===== src/rtl/pcs_rx_lock_ctrl_pkg.sv =====
// Shared types and helpers for the 40GbE PCS receive block-lock controller.
// Contents: lock_state_t FSM encoding, the two valid sync-header encodings
// and sh_invalid(), which flags a 2-bit sync header as 00 or 11.
package pcs_rx_lock_ctrl_pkg;

    typedef enum logic [1:0] {
        ST_UNLOCKED  = 2'd0,
        ST_SLIP_WAIT = 2'd1,
        ST_LOCKED    = 2'd2
    } lock_state_t;

    localparam logic [1:0] SH_DATA = 2'b01;
    localparam logic [1:0] SH_CTRL = 2'b10;

    // A header is valid only as a data (01) or control (10) marker.
    function automatic logic sh_invalid(input logic [1:0] hdr);
        return !((hdr == SH_DATA) || (hdr == SH_CTRL));
    endfunction

endpackage


===== src/rtl/pcs_rx_lock_ctrl_if.sv =====
// Gearbox-to-lock-controller bundle.
// master: gearbox side, drives hdr_valid/sync_hdr and observes lock status.
// slave : lock controller, consumes headers and drives slip/block_lock/
//         descr_bypass/data_ok/hi_ber.
interface pcs_rx_lock_ctrl_if #(
    parameter int unsigned LANES = 4
);
    logic                   hdr_valid;
    logic [2*LANES-1:0]     sync_hdr;
    logic                   slip;
    logic                   block_lock;
    logic                   descr_bypass;
    logic                   data_ok;
    logic                   hi_ber;

    modport master (
        output hdr_valid, sync_hdr,
        input  slip, block_lock, descr_bypass, data_ok, hi_ber
    );

    modport slave (
        input  hdr_valid, sync_hdr,
        output slip, block_lock, descr_bypass, data_ok, hi_ber
    );
endinterface


===== src/rtl/pcs_rx_lock_ctrl_sh_check.sv =====
// Combinational sync-header checker: counts lanes whose header is 00 or 11.
// Ports: sync_hdr (lane i at [2i+1:2i]) in, n_inv_c (0..LANES) out.
// Kept standalone so the TX loopback checker can reuse it.
module pcs_rx_lock_ctrl_sh_check
    import pcs_rx_lock_ctrl_pkg::*;
#(
    parameter int unsigned LANES = 4
) (
    input  logic [2*LANES-1:0]          sync_hdr,
    output logic [$clog2(LANES+1)-1:0]  n_inv_c
);
    localparam int unsigned NI_W = $clog2(LANES + 1);

    // Population count of invalid lane headers.
    always_comb begin
        n_inv_c = '0;
        for (int i = 0; i < int'(LANES); i++) begin
            n_inv_c = n_inv_c + NI_W'(sh_invalid(sync_hdr[2*i +: 2]));
        end
    end
endmodule


===== src/rtl/pcs_rx_lock_ctrl.sv =====
// 40GbE PCS receive block-lock controller.
// Runs the sync-header lock FSM over LANES headers per cycle, pulses slip to
// the gearbox while searching, releases descrambler bypass once locked and
// raises data_ok after the self-synchronising scrambler has flushed.
// Ports: clk; reset (synchronous, active-low); bus (pcs_rx_lock_ctrl_if.slave):
//   hdr_valid/sync_hdr in; slip (same-cycle pulse), block_lock, descr_bypass,
//   data_ok, hi_ber out.
// Optional: define PCS_HI_BER_EN to build the hi-BER monitor; otherwise
//   hi_ber is tied low.
module pcs_rx_lock_ctrl
    import pcs_rx_lock_ctrl_pkg::*;
#(
    parameter int unsigned LANES     = 4,
    parameter int unsigned LOCK_CNT  = 64,
    parameter int unsigned WINDOW    = 1024,
    parameter int unsigned INV_LIMIT = 65,
    parameter int unsigned SLIP_WAIT = 8,
    parameter int unsigned FLUSH_CYC = 1,
    parameter int unsigned BER_CYC   = 19531,
    parameter int unsigned BER_LIMIT = 97
) (
    input  logic            clk,
    input  logic            reset,
    pcs_rx_lock_ctrl_if.slave bus
);
    localparam int unsigned NI_W = $clog2(LANES + 1);
    localparam int unsigned SH_W = $clog2(WINDOW + 1);
    localparam int unsigned IV_W = $clog2(INV_LIMIT + LANES);
    localparam int unsigned SW_W = $clog2(SLIP_WAIT + 1);
    localparam int unsigned FL_W = $clog2(FLUSH_CYC + 1);

    // Elaboration-time parameter sanity.
    if ((LOCK_CNT % LANES) != 0 || (WINDOW % LANES) != 0) begin : g_bad_mult
        $error("LOCK_CNT and WINDOW must be multiples of LANES");
    end
    if (SLIP_WAIT == 0 || FLUSH_CYC == 0) begin : g_bad_wait
        $error("SLIP_WAIT and FLUSH_CYC must be at least 1");
    end
    if (BER_CYC < 2 || BER_LIMIT == 0) begin : g_bad_ber
        $error("BER_CYC must be >= 2 and BER_LIMIT >= 1");
    end

    lock_state_t        state, state_n;
    logic [SH_W-1:0]    sh_cnt, sh_cnt_n;
    logic [IV_W-1:0]    inv_cnt, inv_cnt_n, inv_next;
    logic [SW_W-1:0]    wait_cnt, wait_cnt_n;
    logic [FL_W-1:0]    fl_cnt, fl_cnt_n;
    logic [NI_W-1:0]    n_inv;
    logic               slip_c;
    logic               block_lock_q, descr_bypass_q, data_ok_q, data_ok_n;
    logic               hi_ber_n;

    pcs_rx_lock_ctrl_sh_check #(.LANES(LANES)) u_sh_check (
        .sync_hdr (bus.sync_hdr),
        .n_inv_c  (n_inv)
    );

    // Lock FSM: next state, counter updates and the Mealy slip request.
    always_comb begin
        state_n    = state;
        sh_cnt_n   = sh_cnt;
        inv_cnt_n  = inv_cnt;
        wait_cnt_n = '0;
        slip_c     = 1'b0;
        inv_next   = inv_cnt + IV_W'(n_inv);
        case (state)
            ST_UNLOCKED: begin
                if (bus.hdr_valid) begin
                    if (n_inv != '0) begin
                        slip_c    = 1'b1;
                        state_n   = ST_SLIP_WAIT;
                        sh_cnt_n  = '0;
                        inv_cnt_n = '0;
                    end else if (sh_cnt + SH_W'(LANES) == SH_W'(LOCK_CNT)) begin
                        state_n   = ST_LOCKED;
                        sh_cnt_n  = '0;
                        inv_cnt_n = '0;
                    end else begin
                        sh_cnt_n  = sh_cnt + SH_W'(LANES);
                    end
                end
            end
            ST_SLIP_WAIT: begin
                // Gearbox realign time; runs whether or not headers are valid.
                if (wait_cnt == SW_W'(SLIP_WAIT - 1)) begin
                    state_n   = ST_UNLOCKED;
                    sh_cnt_n  = '0;
                    inv_cnt_n = '0;
                end else begin
                    wait_cnt_n = wait_cnt + SW_W'(1);
                end
            end
            ST_LOCKED: begin
                if (bus.hdr_valid) begin
                    // Loss of lock outranks the window boundary in the same cycle.
                    if (inv_next >= IV_W'(INV_LIMIT)) begin
                        slip_c    = 1'b1;
                        state_n   = ST_SLIP_WAIT;
                        sh_cnt_n  = '0;
                        inv_cnt_n = '0;
                    end else if (sh_cnt + SH_W'(LANES) == SH_W'(WINDOW)) begin
                        sh_cnt_n  = '0;
                        inv_cnt_n = '0;
                    end else begin
                        sh_cnt_n  = sh_cnt + SH_W'(LANES);
                        inv_cnt_n = inv_next;
                    end
                end
            end
            default: begin
                state_n   = ST_UNLOCKED;
                sh_cnt_n  = '0;
                inv_cnt_n = '0;
            end
        endcase
    end

    // Scrambler flush: count locked cycles since bypass fell, restart on relock.
    always_comb begin
        fl_cnt_n = '0;
        if (block_lock_q && state_n == ST_LOCKED) begin
            fl_cnt_n = (fl_cnt == FL_W'(FLUSH_CYC)) ? fl_cnt : fl_cnt + FL_W'(1);
        end
        data_ok_n = (state_n == ST_LOCKED) && (fl_cnt_n == FL_W'(FLUSH_CYC)) && !hi_ber_n;
    end

    // State and output registers.
    always_ff @(posedge clk) begin
        if (!reset) begin
            state          <= ST_UNLOCKED;
            sh_cnt         <= '0;
            inv_cnt        <= '0;
            wait_cnt       <= '0;
            fl_cnt         <= '0;
            block_lock_q   <= 1'b0;
            descr_bypass_q <= 1'b1;
            data_ok_q      <= 1'b0;
        end else begin
            state          <= state_n;
            sh_cnt         <= sh_cnt_n;
            inv_cnt        <= inv_cnt_n;
            wait_cnt       <= wait_cnt_n;
            fl_cnt         <= fl_cnt_n;
            block_lock_q   <= (state_n == ST_LOCKED);
            descr_bypass_q <= (state_n != ST_LOCKED);
            data_ok_q      <= data_ok_n;
        end
    end

`ifdef PCS_HI_BER_EN
    localparam int unsigned BC_W = $clog2(BER_CYC);
    localparam int unsigned BL_W = $clog2(BER_LIMIT + 1);
    localparam int unsigned BS_W = BL_W + 1;

    logic [BC_W-1:0] ber_cyc_q, ber_cyc_n;
    logic [BL_W-1:0] ber_cnt_q, ber_cnt_n, ber_sat;
    logic [BS_W-1:0] ber_sum;
    logic            hi_ber_q;

    // BER window: accumulate invalid headers while locked; unlock clears the
    // window but leaves hi_ber as it was.
    always_comb begin
        ber_cyc_n = '0;
        ber_cnt_n = '0;
        ber_sum   = '0;
        ber_sat   = '0;
        hi_ber_n  = hi_ber_q;
        if (block_lock_q) begin
            ber_sum = BS_W'(ber_cnt_q) + (bus.hdr_valid ? BS_W'(n_inv) : BS_W'(0));
            ber_sat = (ber_sum >= BS_W'(BER_LIMIT)) ? BL_W'(BER_LIMIT) : ber_sum[BL_W-1:0];
            if (ber_sat == BL_W'(BER_LIMIT)) begin
                hi_ber_n = 1'b1;
            end
            if (ber_cyc_q == BC_W'(BER_CYC - 1)) begin
                if (ber_sat < BL_W'(BER_LIMIT)) begin
                    hi_ber_n = 1'b0;
                end
            end else begin
                ber_cyc_n = ber_cyc_q + BC_W'(1);
                ber_cnt_n = ber_sat;
            end
        end
    end

    always_ff @(posedge clk) begin
        if (!reset) begin
            ber_cyc_q <= '0;
            ber_cnt_q <= '0;
            hi_ber_q  <= 1'b0;
        end else begin
            ber_cyc_q <= ber_cyc_n;
            ber_cnt_q <= ber_cnt_n;
            hi_ber_q  <= hi_ber_n;
        end
    end

    assign bus.hi_ber = hi_ber_q;
`else
    assign hi_ber_n   = 1'b0;
    assign bus.hi_ber = 1'b0;
`endif

    // Slip is a same-cycle request; a held reset suppresses it.
    assign bus.slip         = slip_c & reset;
    assign bus.block_lock   = block_lock_q;
    assign bus.descr_bypass = descr_bypass_q;
    assign bus.data_ok      = data_ok_q;

endmodule


===== src/flat_wrapper.sv =====
// flat-port wrapper written by rule: the top's interface ports become plain ports
module pcs_rx_lock_ctrl_flat import pcs_rx_lock_ctrl_pkg::*;
#(
    parameter int unsigned LANES     = 4,
    parameter int unsigned LOCK_CNT  = 64,
    parameter int unsigned WINDOW    = 1024,
    parameter int unsigned INV_LIMIT = 65,
    parameter int unsigned SLIP_WAIT = 8,
    parameter int unsigned FLUSH_CYC = 1,
    parameter int unsigned BER_CYC   = 19531,
    parameter int unsigned BER_LIMIT = 97
)
  (clk, reset, bus_hdr_valid, bus_sync_hdr, bus_slip, bus_block_lock, bus_descr_bypass, bus_data_ok, bus_hi_ber);
  pcs_rx_lock_ctrl_if #(.LANES(LANES)) bus_i ();
  input  logic clk;
  input  logic reset;
  input wire logic [$bits(bus_i.hdr_valid)-1:0] bus_hdr_valid;
  input wire logic [$bits(bus_i.sync_hdr)-1:0] bus_sync_hdr;
  output wire logic [$bits(bus_i.slip)-1:0] bus_slip;
  output wire logic [$bits(bus_i.block_lock)-1:0] bus_block_lock;
  output wire logic [$bits(bus_i.descr_bypass)-1:0] bus_descr_bypass;
  output wire logic [$bits(bus_i.data_ok)-1:0] bus_data_ok;
  output wire logic [$bits(bus_i.hi_ber)-1:0] bus_hi_ber;
  assign bus_i.hdr_valid = bus_hdr_valid;
  assign bus_i.sync_hdr = bus_sync_hdr;
  assign bus_slip = bus_i.slip;
  assign bus_block_lock = bus_i.block_lock;
  assign bus_descr_bypass = bus_i.descr_bypass;
  assign bus_data_ok = bus_i.data_ok;
  assign bus_hi_ber = bus_i.hi_ber;
  pcs_rx_lock_ctrl #(.LANES(LANES), .LOCK_CNT(LOCK_CNT), .WINDOW(WINDOW), .INV_LIMIT(INV_LIMIT), .SLIP_WAIT(SLIP_WAIT), .FLUSH_CYC(FLUSH_CYC), .BER_CYC(BER_CYC), .BER_LIMIT(BER_LIMIT)) u_core (.clk(clk), .reset(reset), .bus(bus_i));
endmodule

===== config.mk =====
export PLATFORM = sky130hd
export DESIGN_NAME = pcs_rx_lock_ctrl_flat
export DESIGN_NICKNAME = d
export VERILOG_FILES = /design/src/rtl/pcs_rx_lock_ctrl_pkg.sv /design/src/rtl/pcs_rx_lock_ctrl_if.sv /design/src/rtl/pcs_rx_lock_ctrl_sh_check.sv /design/src/rtl/pcs_rx_lock_ctrl.sv /design/src/flat_wrapper.sv
export SDC_FILE = /design/constraint.sdc
export NUM_CORES = 1
export LEC_CHECK = 0
export ABC_AREA = 0
export CAP_MARGIN = 20
export CORE_MARGIN = 2
export CORE_UTILIZATION = 60
export DETAILED_ROUTE_END_ITERATION = 7
export PLACE_DENSITY = 0.83
export SETUP_SLACK_MARGIN = 0.5
export SLEW_MARGIN = 5
export SYNTH_ARGS = -nofsm -noshare
export SYNTH_HDL_FRONTEND = slang
export SYNTH_HIERARCHICAL = 1
export SYNTH_SLANG_ARGS = --single-unit

===== constraint.sdc =====
create_clock -name clk -period 11.5 [get_ports clk]
set_input_delay 2.3 -clock clk [delete_from_list [all_inputs] [get_ports clk]]
set_output_delay 2.3 -clock clk [all_outputs]
set_load 0.01 [all_outputs]

# ---- After elaboration in Yosys (flattened, before gate mapping)
# Cells that the tools add are included.
dict set report word_totals {
  reg_bits 28
  latch_bits 0
  ram_bits 0
  mem_bits_ro 0
  in_bits 11
  output_inout_bits 5
  elab_cells 83
  memories 0
}
dict set report op_classes {
  n_addsub 7
  n_mul 0
  div 0
  magnitude_cmp 1
  n_eq_ne 19
  shift 0
  mux 30
  n_bitwise 3
  n_reduce_logical 15
}
# operator n
set ops {}
lappend ops {{11-bit two-way mux} 7}
lappend ops {{7-bit two-way mux} 7}
lappend ops {{11-bit case mux with 3 select lines} 1}
lappend ops {{7-bit case mux with 3 select lines} 1}
lappend ops {{2-bit == test, second input constant} 6}
lappend ops {{2-bit two-way mux} 6}
lappend ops {{11-bit by 3-bit adder with 11-bit output, second input constant} 1}
lappend ops {{11-bit == test, second input constant} 1}
lappend ops {{11-bit by 7-bit == test with 1-bit output, second input constant} 1}
lappend ops {{2-bit by 1-bit == test with 1-bit output, second input constant} 5}
lappend ops {{7-bit by 3-bit adder with 7-bit output} 1}
lappend ops {{7-bit >= comparator, second input constant} 1}
lappend ops {{1-bit two-way mux} 6}
lappend ops {{2-bit != test, second input constant} 3}
lappend ops {{2-bit case mux with 3 select lines} 1}
lappend ops {{4-bit by 1-bit adder with 4-bit output, second input constant} 1}
lappend ops {{4-bit by 3-bit == test with 1-bit output, second input constant} 1}
lappend ops {{1-bit logical NOT} 4}
lappend ops {{1-bit logical OR} 4}
lappend ops {{4-bit AND reduction} 1}
lappend ops {{2-bit by 1-bit adder with 3-bit output} 1}
lappend ops {{3-bit by 1-bit adder with 3-bit output} 1}
lappend ops {{3-bit by 1-bit != test with 1-bit output, second input constant} 1}
lappend ops {{3-bit AND reduction} 1}
lappend ops {{10 further kinds} 12}

# ---- Depth between registers and ports, before layout
# Gate-level depths: netlist of the first run.
dict set report logic_depth {
  depth_word 15
  mapped_depth 14
  depth_no_buf 13
}

# ---- Cells and area by module
# The synthesis of the first run kept the hierarchy.
# module n_inst cells_per_inst area_per_inst_um2 seq_area_each_um2
set by_module_without_submodules {}
lappend by_module_without_submodules {pcs_rx_lock_ctrl 1 194 1612.8 500.5}
lappend by_module_without_submodules {pcs_rx_lock_ctrl_sh_check 1 9 87.6 0.0}

# ---- Worst setup path before layout of the first run
# OpenSTA, ideal clock, no wires.
dict set report synth_path {
  path_kind {input to output}
  startpoint {input bus_sync_hdr[1]}
  endpoint {output bus_slip}
  t_arrival_ps 5141
  required_ps 9200
  setup_slack_ps 4059
  cell_stages 12
  path_buffers 0
  cell_sequence {xor2_1 > fa_1 > inv_1 > ha_1 > ha_1 > inv_1 > fa_1 > xnor2_1 > or4bb_1 > a211o_1 > nand3_1 > a31oi_1}
}
dict set report synth_via {
  elab_chain_cells 12
  elab_cells_between_ends 16
  cone_classes {add/sub: 4; order compare: 1; eq/ne: 2; mux: 5; bitwise: 1; reduce/logical: 3}
}
# item line
set synth_lines {}
lappend synth_lines {{from (decl)} flat_wrapper.sv:18} ;# input wire logic [$bits(bus_i.sync_hdr)-1:0] bus_sync_hdr;
lappend synth_lines {{2-bit by 1-bit == test with 1-bit output / 2-bit == test (equally long branches)} pcs_rx_lock_ctrl_pkg.sv:17} ;# return !((hdr == SH_DATA) || (hdr == SH_CTRL));
lappend synth_lines {{1-bit logical OR *} pcs_rx_lock_ctrl_pkg.sv:17}
lappend synth_lines {{1-bit logical NOT *} pcs_rx_lock_ctrl_pkg.sv:17}
lappend synth_lines {{1-bit by 1-bit adder with 2-bit output *} pcs_rx_lock_ctrl_sh_check.sv:18} ;# n_inv_c = n_inv_c + NI_W'(sh_invalid(sync_hdr[2*i +: 2]));
lappend synth_lines {{2-bit by 1-bit adder with 3-bit output *} pcs_rx_lock_ctrl_sh_check.sv:18}
lappend synth_lines {{3-bit by 1-bit adder with 3-bit output *} pcs_rx_lock_ctrl_sh_check.sv:18}
lappend synth_lines {{named net u_core.n_inv[1]} pcs_rx_lock_ctrl.sv:48} ;# logic [NI_W-1:0] n_inv;
lappend synth_lines {{7-bit by 3-bit adder with 7-bit output} pcs_rx_lock_ctrl.sv:65} ;# inv_next = inv_cnt + IV_W'(n_inv);
lappend synth_lines {{7-bit >= comparator} pcs_rx_lock_ctrl.sv:96} ;# if (inv_next >= IV_W'(INV_LIMIT)) begin
lappend synth_lines {{1-bit two-way mux} pcs_rx_lock_ctrl.sv:96}
lappend synth_lines {{1-bit two-way mux} pcs_rx_lock_ctrl.sv:94} ;# if (bus.hdr_valid) begin
lappend synth_lines {{1-bit case mux with 2 select lines *} pcs_rx_lock_ctrl.sv:66} ;# case (state)
lappend synth_lines {{1-bit AND *} pcs_rx_lock_ctrl.sv:204} ;# assign bus.slip = slip_c & reset;
lappend synth_lines {{to (decl)} flat_wrapper.sv:19} ;# output wire logic [$bits(bus_i.slip)-1:0] bus_slip;
# Mark *: on every way through the listed nets, which the timed path passes. The rest lies on a longest branch.

# ---- Worst setup path after layout of the first run
# Ends and elaborated chain as after synthesis.

==> impl_metrics.yaml, run 1 <==
run_status:
  status: "complete, no violations"
floorplanning:
  start_util: 0.622
  ios: 16
  floorplan.core_area_mm2: 0.00273
  dieArea_mm2: 0.00328
  fp.dieW_um: 57.2
  die_h_um: 57.2
  num_rows: 19
pwr:
  switching_share: 0.335
  seqPwrFrac: 0.494
  p_sw_mw: 0.0617
  power_leakage_nw: 0.635
  combPwrFrac: 0.291
  vdd_drop_max_mv: 0.0858
  internal_power_mw: 0.123
  clockPowerShare: 0.215
  powerDensity_mw_per_mm2: 99.1
cells_and_area:
  drive_gt1_frac: 0.0751
  syn_to_final_growth_pct: 9.34
  diodes: 0
  fin_nets: 234
  final_cells: 244
  num-fill-cells: 238
detailed_routing:
  drt-vias-per-instance: 6.40
  wl_per_cell_um: 15.4
  vias: 1562
  drt_iter0_drc: 74
  drc_errors: 0
  ant_nets: 0
  totalWireLength_um: 3760
  drt-pass1-iter-count: 4
clock_network:
  clk_latency_ns: 0.32
  cts_tree: "built"
  clock_path_buffers: 2
  path_clk_slew_ns: 0.13
  cts_root_buf: "clkbuf_4"
  ctsHoldBuffers: 0
  cts_buffers: 3
  cts-resized-gates: 0
  ctsHtreeMaxLevel: 1
  cts.sink_count: 25
  cts_setup_buffers: 0
grt:
  grt_pass1_vias: 1452
  grt_max_degree: 19
  grt_overflow: 0
  track_usage: 0.236
  grt_pass1_wl_um: 6190
  antenna_found_initial: 0
worst_hold_path:
  hp-class: "register to register"
worst_setup_path:
  cp-end-kind: "output port"
  path_buf_inv: 4
  critPathArrivalTime_ns: 6.31
  slowest_stage: "clkdlybuf4s50_1"
  startpoint_type: "primary input"
  critPathKind: "primary input to output port"
  path_cells: "clkdlybuf4s50_1, xor2_1, fa_1, inv_1, ha_1, ha_1, inv_1, fa_1, nor2b_1, o2111ai_1, xnor2_1, nand3_1, a31oi_1, clkdlybuf4s50_1"
  worstPathMaxFanout: 4
  required_ns: 9.20
  cpPeakStageDelay_ns: 0.57
  critical_path.top_delay_family: "adder cells"
sta:
  skew_ns: 0.00613
  finalWorstSetupSlack_ns: 2.89
  relSlewSlack: 0.458
  worst_pin_slew_ns: 0.813
  post-route-min-period_ns: 8.61
  period_share: 0.749
  finalHoldViolCount: 0
  setup-tns-final_ns: 0
  slew_viol_final: 0
  rsz0062_at_grt: "false"
  max_freq_mhz: 116
  setup_viol: 0
yosys:
  avgSynthCellArea_um2: 8.38
  yosysSeqAreaShare: 0.294
  synth_top_cell_by_area: "dfxtp_1"
  synth_top_family_by_area: "simple AND/OR/NAND/NOR gates"
  syn_inst: 203
  ys_ff_latch: 25
  synth-xor-area-share: 0.0567
  synth_cell_types: 60
  synth_edf_count: 0
  async_reset_ff_frac: 0
  synth-adder-area-share: 0.0751
  synthFlopType: "dfxtp_1"
  synth.area.mux_share: 0.00589
  yosys-top-cells-area: "dfxtp_1 (29%), ha_1 (5.2%), nand2_1 (4.2%)"
  synth-simple-area-share: 0.272
  syn-num-nets: 223
  yosys_warnings: 6
  yosysMostFrequentCell: "dfxtp_1"
  synthDominantCellAreaShare: 0.294
  synth_area_mm2: 0.00170
  yosys-top-cells-count: "dfxtp_1 (25), nand2_1 (19), inv_1 (12), nor2_1 (12)"
  synth_compound_area_frac: 0.238
placed_design:
  dp_hpwl_um: 2840
  place_congestion: 0.875
  place_inst: 240
  io_buffer_count: 14
  dpl_worst_slack_ns: 2.91
job:
  cap_violations: 0
area by class of cell:
class	instances	area, µm²	area share
well taps	31	38.8	0.0209
clock buffers	4	26.3	0.0141
flip-flops and latches	25	500	0.269
repair buffers	14	140	0.0754
inverters	13	48.8	0.0262
multi-input cells	157	1100	0.594
routing by layer:
layer | GRT usage | share of wire
met1 | 0.306 | 0.46
met2 | 0.404 | 0.48
met3 | 0.0431 | 0.050
met4 | 0.0631 | 0.0077
met5 | 0 | 0
cells in the final DEF, fill, tap and decap left out, drive strengths merged, types with 2 or more instances in the layout:
cell           synthesis  routed
or4                    2       2
o21ai                 12      12
nand3                  7       7
inv                   12      12
nor2b                  3       3
dfxtp                 25      25
ha                     7       7
or3                    4       4
nand4b                 2       2
clkbuf                 4       4
xor2                   4       4
nand2b                 3       3
nor3                   8       8
and2                   2       2
fa                     2       2
a31oi                  3       3
nor2                  12      12
clkdlybuf4s50          0      14
and3                   4       4
o211ai                 6       6
a32oi                  2       2
nand4                  5       5
o221a                  2       2
a22oi                  4       4
nand2                 20      20
or4b                   2       2
a21oi                 11      11
xnor2                  7       7
power by group through the flow:
| stage | clock [mW] | sequential [mW] | combinational [mW] |
|---|---|---|---|
| after global placement | 0 | 0.0925 | 0.0517 |
| after detailed placement | 0 | 0.0928 | 0.0524 |
| after CTS | 0.0411 | 0.0909 | 0.0528 |
| final | 0.0396 | 0.0910 | 0.0536 |
| after global routing | 0.0441 | 0.0913 | 0.0599 |
| after floorplan | 0 | 0.0920 | 0.0384 |
sequential cells by signal, summed over array words and instances (netlist names):
| register | flops |
|---|---|
| u_core/sh_cnt | 9 |
| u_core/bus.data_ok | 1 |
| u_core/inv_cnt | 7 |
| u_core/wait_cnt | 4 |
| u_core/bus.descr_bypass | 1 |
| u_core/bus.block_lock | 1 |
| u_core/state | 2 |
through the flow:
stage / cell area [µm²] / hold slack, ns / utilization / total power [mW]
6_report: 1860 / 0.472 / 0.680 / 0.184
5_1_grt: 1860 / 0.503 / 0.680 / 0.195
4_1_cts: 1860 / 0.483 / 0.680 / 0.185
3_5_place_dp: 1830 / 0.449 / 0.670 / 0.145
3_3_place_gp: 1830 / 0.427 / 0.670 / 0.144
2_1_floorplan: 1700 / 0.418 / - / 0.130
path summary, 6_finish.rpt:
check,endpoint,startpoint,slack [ns],cells past startpoint
worst max-delay path,bus_slip,bus_sync_hdr[1],2.89,14
worst min-delay path,u_core/wait_cnt[0]$_SDFF_PP0_,u_core/wait_cnt[0]$_SDFF_PP0_,0.47,1
worst max register to register,u_core/inv_cnt[1]$_SDFFE_PN0P_,u_core/inv_cnt[0]$_SDFFE_PN0P_,8.15,9
worst min register to register,u_core/wait_cnt[0]$_SDFF_PP0_,u_core/wait_cnt[0]$_SDFF_PP0_,0.47,1
kinds of logic (layout without fill, tap and decap cells):
group,count (synthesis),after routing
AO/OA/AOI/OAI,54,54
other,1,1
buffers and inverters,21,31
AND/OR/NAND/NOR,81,81
XOR/XNOR,11,11
adder cells (fa/ha/maj),9,9
flip-flops,25,25
multiplexers,1,1
(Power assumes the default switching activity.)
==> run 2, diff against run 1 <==
--- a/config.mk
+++ b/config.mk
@@ -8,9 +8,9 @@
 export ABC_AREA = 0
 export CAP_MARGIN = 20
 export CORE_MARGIN = 2
-export CORE_UTILIZATION = 60
+export CORE_UTILIZATION = 57
 export DETAILED_ROUTE_END_ITERATION = 7
-export PLACE_DENSITY = 0.83
+export PLACE_DENSITY = 0.79
 export SETUP_SLACK_MARGIN = 0.5
 export SLEW_MARGIN = 5
 export SYNTH_ARGS = -nofsm -noshare
==> constraint.sdc (replaced) <==
create_clock -name clk -period 8 [get_ports clk]
set_input_delay 1.6 -clock clk [delete_from_list [all_inputs] [get_ports clk]]
set_output_delay 1.6 -clock clk [all_outputs]
set_load 0.01 [all_outputs]
==> run 2 against run 1 <==
The flow now finishes with violations (DRC); first-iteration DRC count rose by 57%; die area rose by 4.9%; sequential cell count did not move; non-clock buffer count did not move; critical path type unchanged; highest routed layer unchanged.
==> impl_metrics.yaml, run 2 (synthesized netlist as in run 1, its figures left out) <==
sta:
  period_share: 0.908
  setup-tns-final_ns: 0
  worst_pin_slew_ns: 0.832
  post-route-min-period_ns: 7.26
  relSlewSlack: 0.445
  finalWorstSetupSlack_ns: 0.735
  rsz0062_at_grt: "false"
  setup_viol: 0
  slew_viol_final: 0
  finalHoldViolCount: 0
  max_freq_mhz: 138
  skew_ns: 0.00233
grt:
  grt_max_degree: 19
  antenna_found_initial: 0
  grt_overflow: 0
  grt_pass1_wl_um: 6700
  track_usage: 0.254
  use_met2: 0.441
  grt_util_met1: 0.326
  busiest_layer: "met2"
  grt_pass1_vias: 1473
  grt.met3_usage: 0.0242
floorplanning:
  floorplan.core_area_mm2: 0.00281
  ios: 16
  fp.dieW_um: 58.6
  num_rows: 19
  dieArea_mm2: 0.00344
  start_util: 0.606
  die_h_um: 58.6
worst_hold_path:
  hp-class: "register to register"
  worstHoldStart: "u_core/wait_cnt[0]$_SDFF_PP0_"
  whs_path_depth: 1
detailed_routing:
  drt-vias-per-instance: 6.45
  totalWireLength_um: 3990
  wl_per_cell_um: 16.3
  drc_errors: 3
  vias: 1574
  drt-pass1-iter-count: 6
  drt_iter0_drc: 116
  ant_nets: 0
placed_design:
  place_congestion: 0.858
  io_buffer_count: 14
  dpl_worst_slack_ns: 0.788
  dp_hpwl_um: 3020
clock_network:
  ctsHoldBuffers: 0
  clock_path_buffers: 2
  cts_setup_buffers: 0
  cts_root_buf: "clkbuf_4"
  path_clk_slew_ns: 0.14
  cts-resized-gates: 0
  ctsHtreeMaxLevel: 1
  clk_latency_ns: 0.32
  cts.sink_count: 25
  cts_buffers: 3
  cts_tree: "built"
cells_and_area:
  diodes: 0
  largest_register: "u_core/sh_cnt"
  num-fill-cells: 254
  fin_nets: 234
  reg_top3: "u_core/sh_cnt: 9 flops, u_core/inv_cnt: 7 flops, u_core/wait_cnt: 4 flops"
  syn_to_final_growth_pct: 9.34
  drive_gt1_frac: 0.0751
  final_cell_mix: "dfxtp_1 (25), nand2_1 (19), clkdlybuf4s50_1 (14)"
  final_common_cell: "dfxtp_1"
  largest_reg_flops: 9
pwr:
  internal_power_mw: 0.176
  seqPwrFrac: 0.489
  combPwrFrac: 0.290
  switching_share: 0.340
  powerDensity_mw_per_mm2: 144
  power_leakage_nw: 0.635
  p_sw_mw: 0.0909
  clockPowerShare: 0.220
  vdd_drop_max_mv: 0.0982
worst_setup_path:
  crit_path_start: "bus_sync_hdr[1]"
  cp-end-kind: "output port"
  crit_cells: 14
  critical_path.top_delay_family: "adder cells"
  cpPeakStageDelay_ns: 0.57
  required_ns: 6.40
  worstPathMaxFanout: 4
  startpoint_type: "primary input"
  path_buf_inv: 4
  r2r_slack_ns: 4.56
  path_cells: "clkdlybuf4s50_1, xor2_1, fa_1, inv_1, ha_1, ha_1, inv_1, fa_1, nor2b_1, o2111ai_1, xnor2_1, nand3_1, a31oi_1, clkdlybuf4s50_1"
  critPathArrivalTime_ns: 5.66
  rr_startpoint: "u_core/inv_cnt[0]$_SDFFE_PN0P_"
  slowest_stage: "clkdlybuf4s50_1"
  r2r_cells: 9
  critPathKind: "primary input to output port"
run_status:
  failed_checks: "DRC"
  status: "finished with violations"
job:
  cap_violations: 0
-- run 2: cell counts in the layout (fill, tap and decap cells not counted) --
No cell type changed its count.
-- run 2: area by class of cell --
type                    count  area [µm²]  share of cell area
inverters                  13        48.8              0.0262
flip-flops and latches     25         500               0.269
clock buffers               4        26.3              0.0141
repair buffers             14         140              0.0754
well taps                  31        38.8              0.0209
multi-input cells         157        1100               0.594
-- run 2: worst reg2reg max path: stages, from the launching register on --
cell	delay (ns)
dfxtp_1	0.37
ha_1	0.18
inv_1	0.06
fa_1	0.41
xnor2_1	0.18
or4bb_1	0.52
a211o_1	0.30
a32oi_2	0.69
or4b_1	0.50
a21oi_1	0.16
-- run 2: per-stage QoR --
step / utilization / total power, mW / instance area, µm² / instances / hold WS (ns)
finish: 0.663 / 0.267 / 1860 / 244 / 0.472
global route: 0.663 / 0.283 / 1860 / 244 / 0.486
CTS: 0.663 / 0.270 / 1860 / 244 / 0.470
detailed placement: 0.653 / 0.210 / 1830 / 240 / 0.444
global placement: 0.653 / 0.207 / 1830 / 240 / 0.432
floorplan: - / 0.187 / 1700 / 203 / 0.418
-- run 2: final timing paths --
kind	to
setup / recovery	bus_slip
hold / removal	u_core/wait_cnt[0]$_SDFF_PP0_
setup reg to reg	u_core/inv_cnt[1]$_SDFFE_PN0P_
hold reg to reg	u_core/wait_cnt[0]$_SDFF_PP0_
-- run 2: layer usage --
metal	up-vias	part of all wire
li1	775	-
met5	-	0
met3	6	0.068
met1	732	0.43
met4	0	0.014
met2	61	0.49
-- run 2: power groups by stage --
stage	sequential (mW)	clock [mW]	combinational, mW
final	0.131	0.0589	0.0776
after global placement	0.133	0	0.0742
after detailed placement	0.133	0	0.0771
after CTS	0.131	0.0619	0.0775
after floorplan	0.132	0	0.0552
after global routing	0.131	0.0627	0.0890
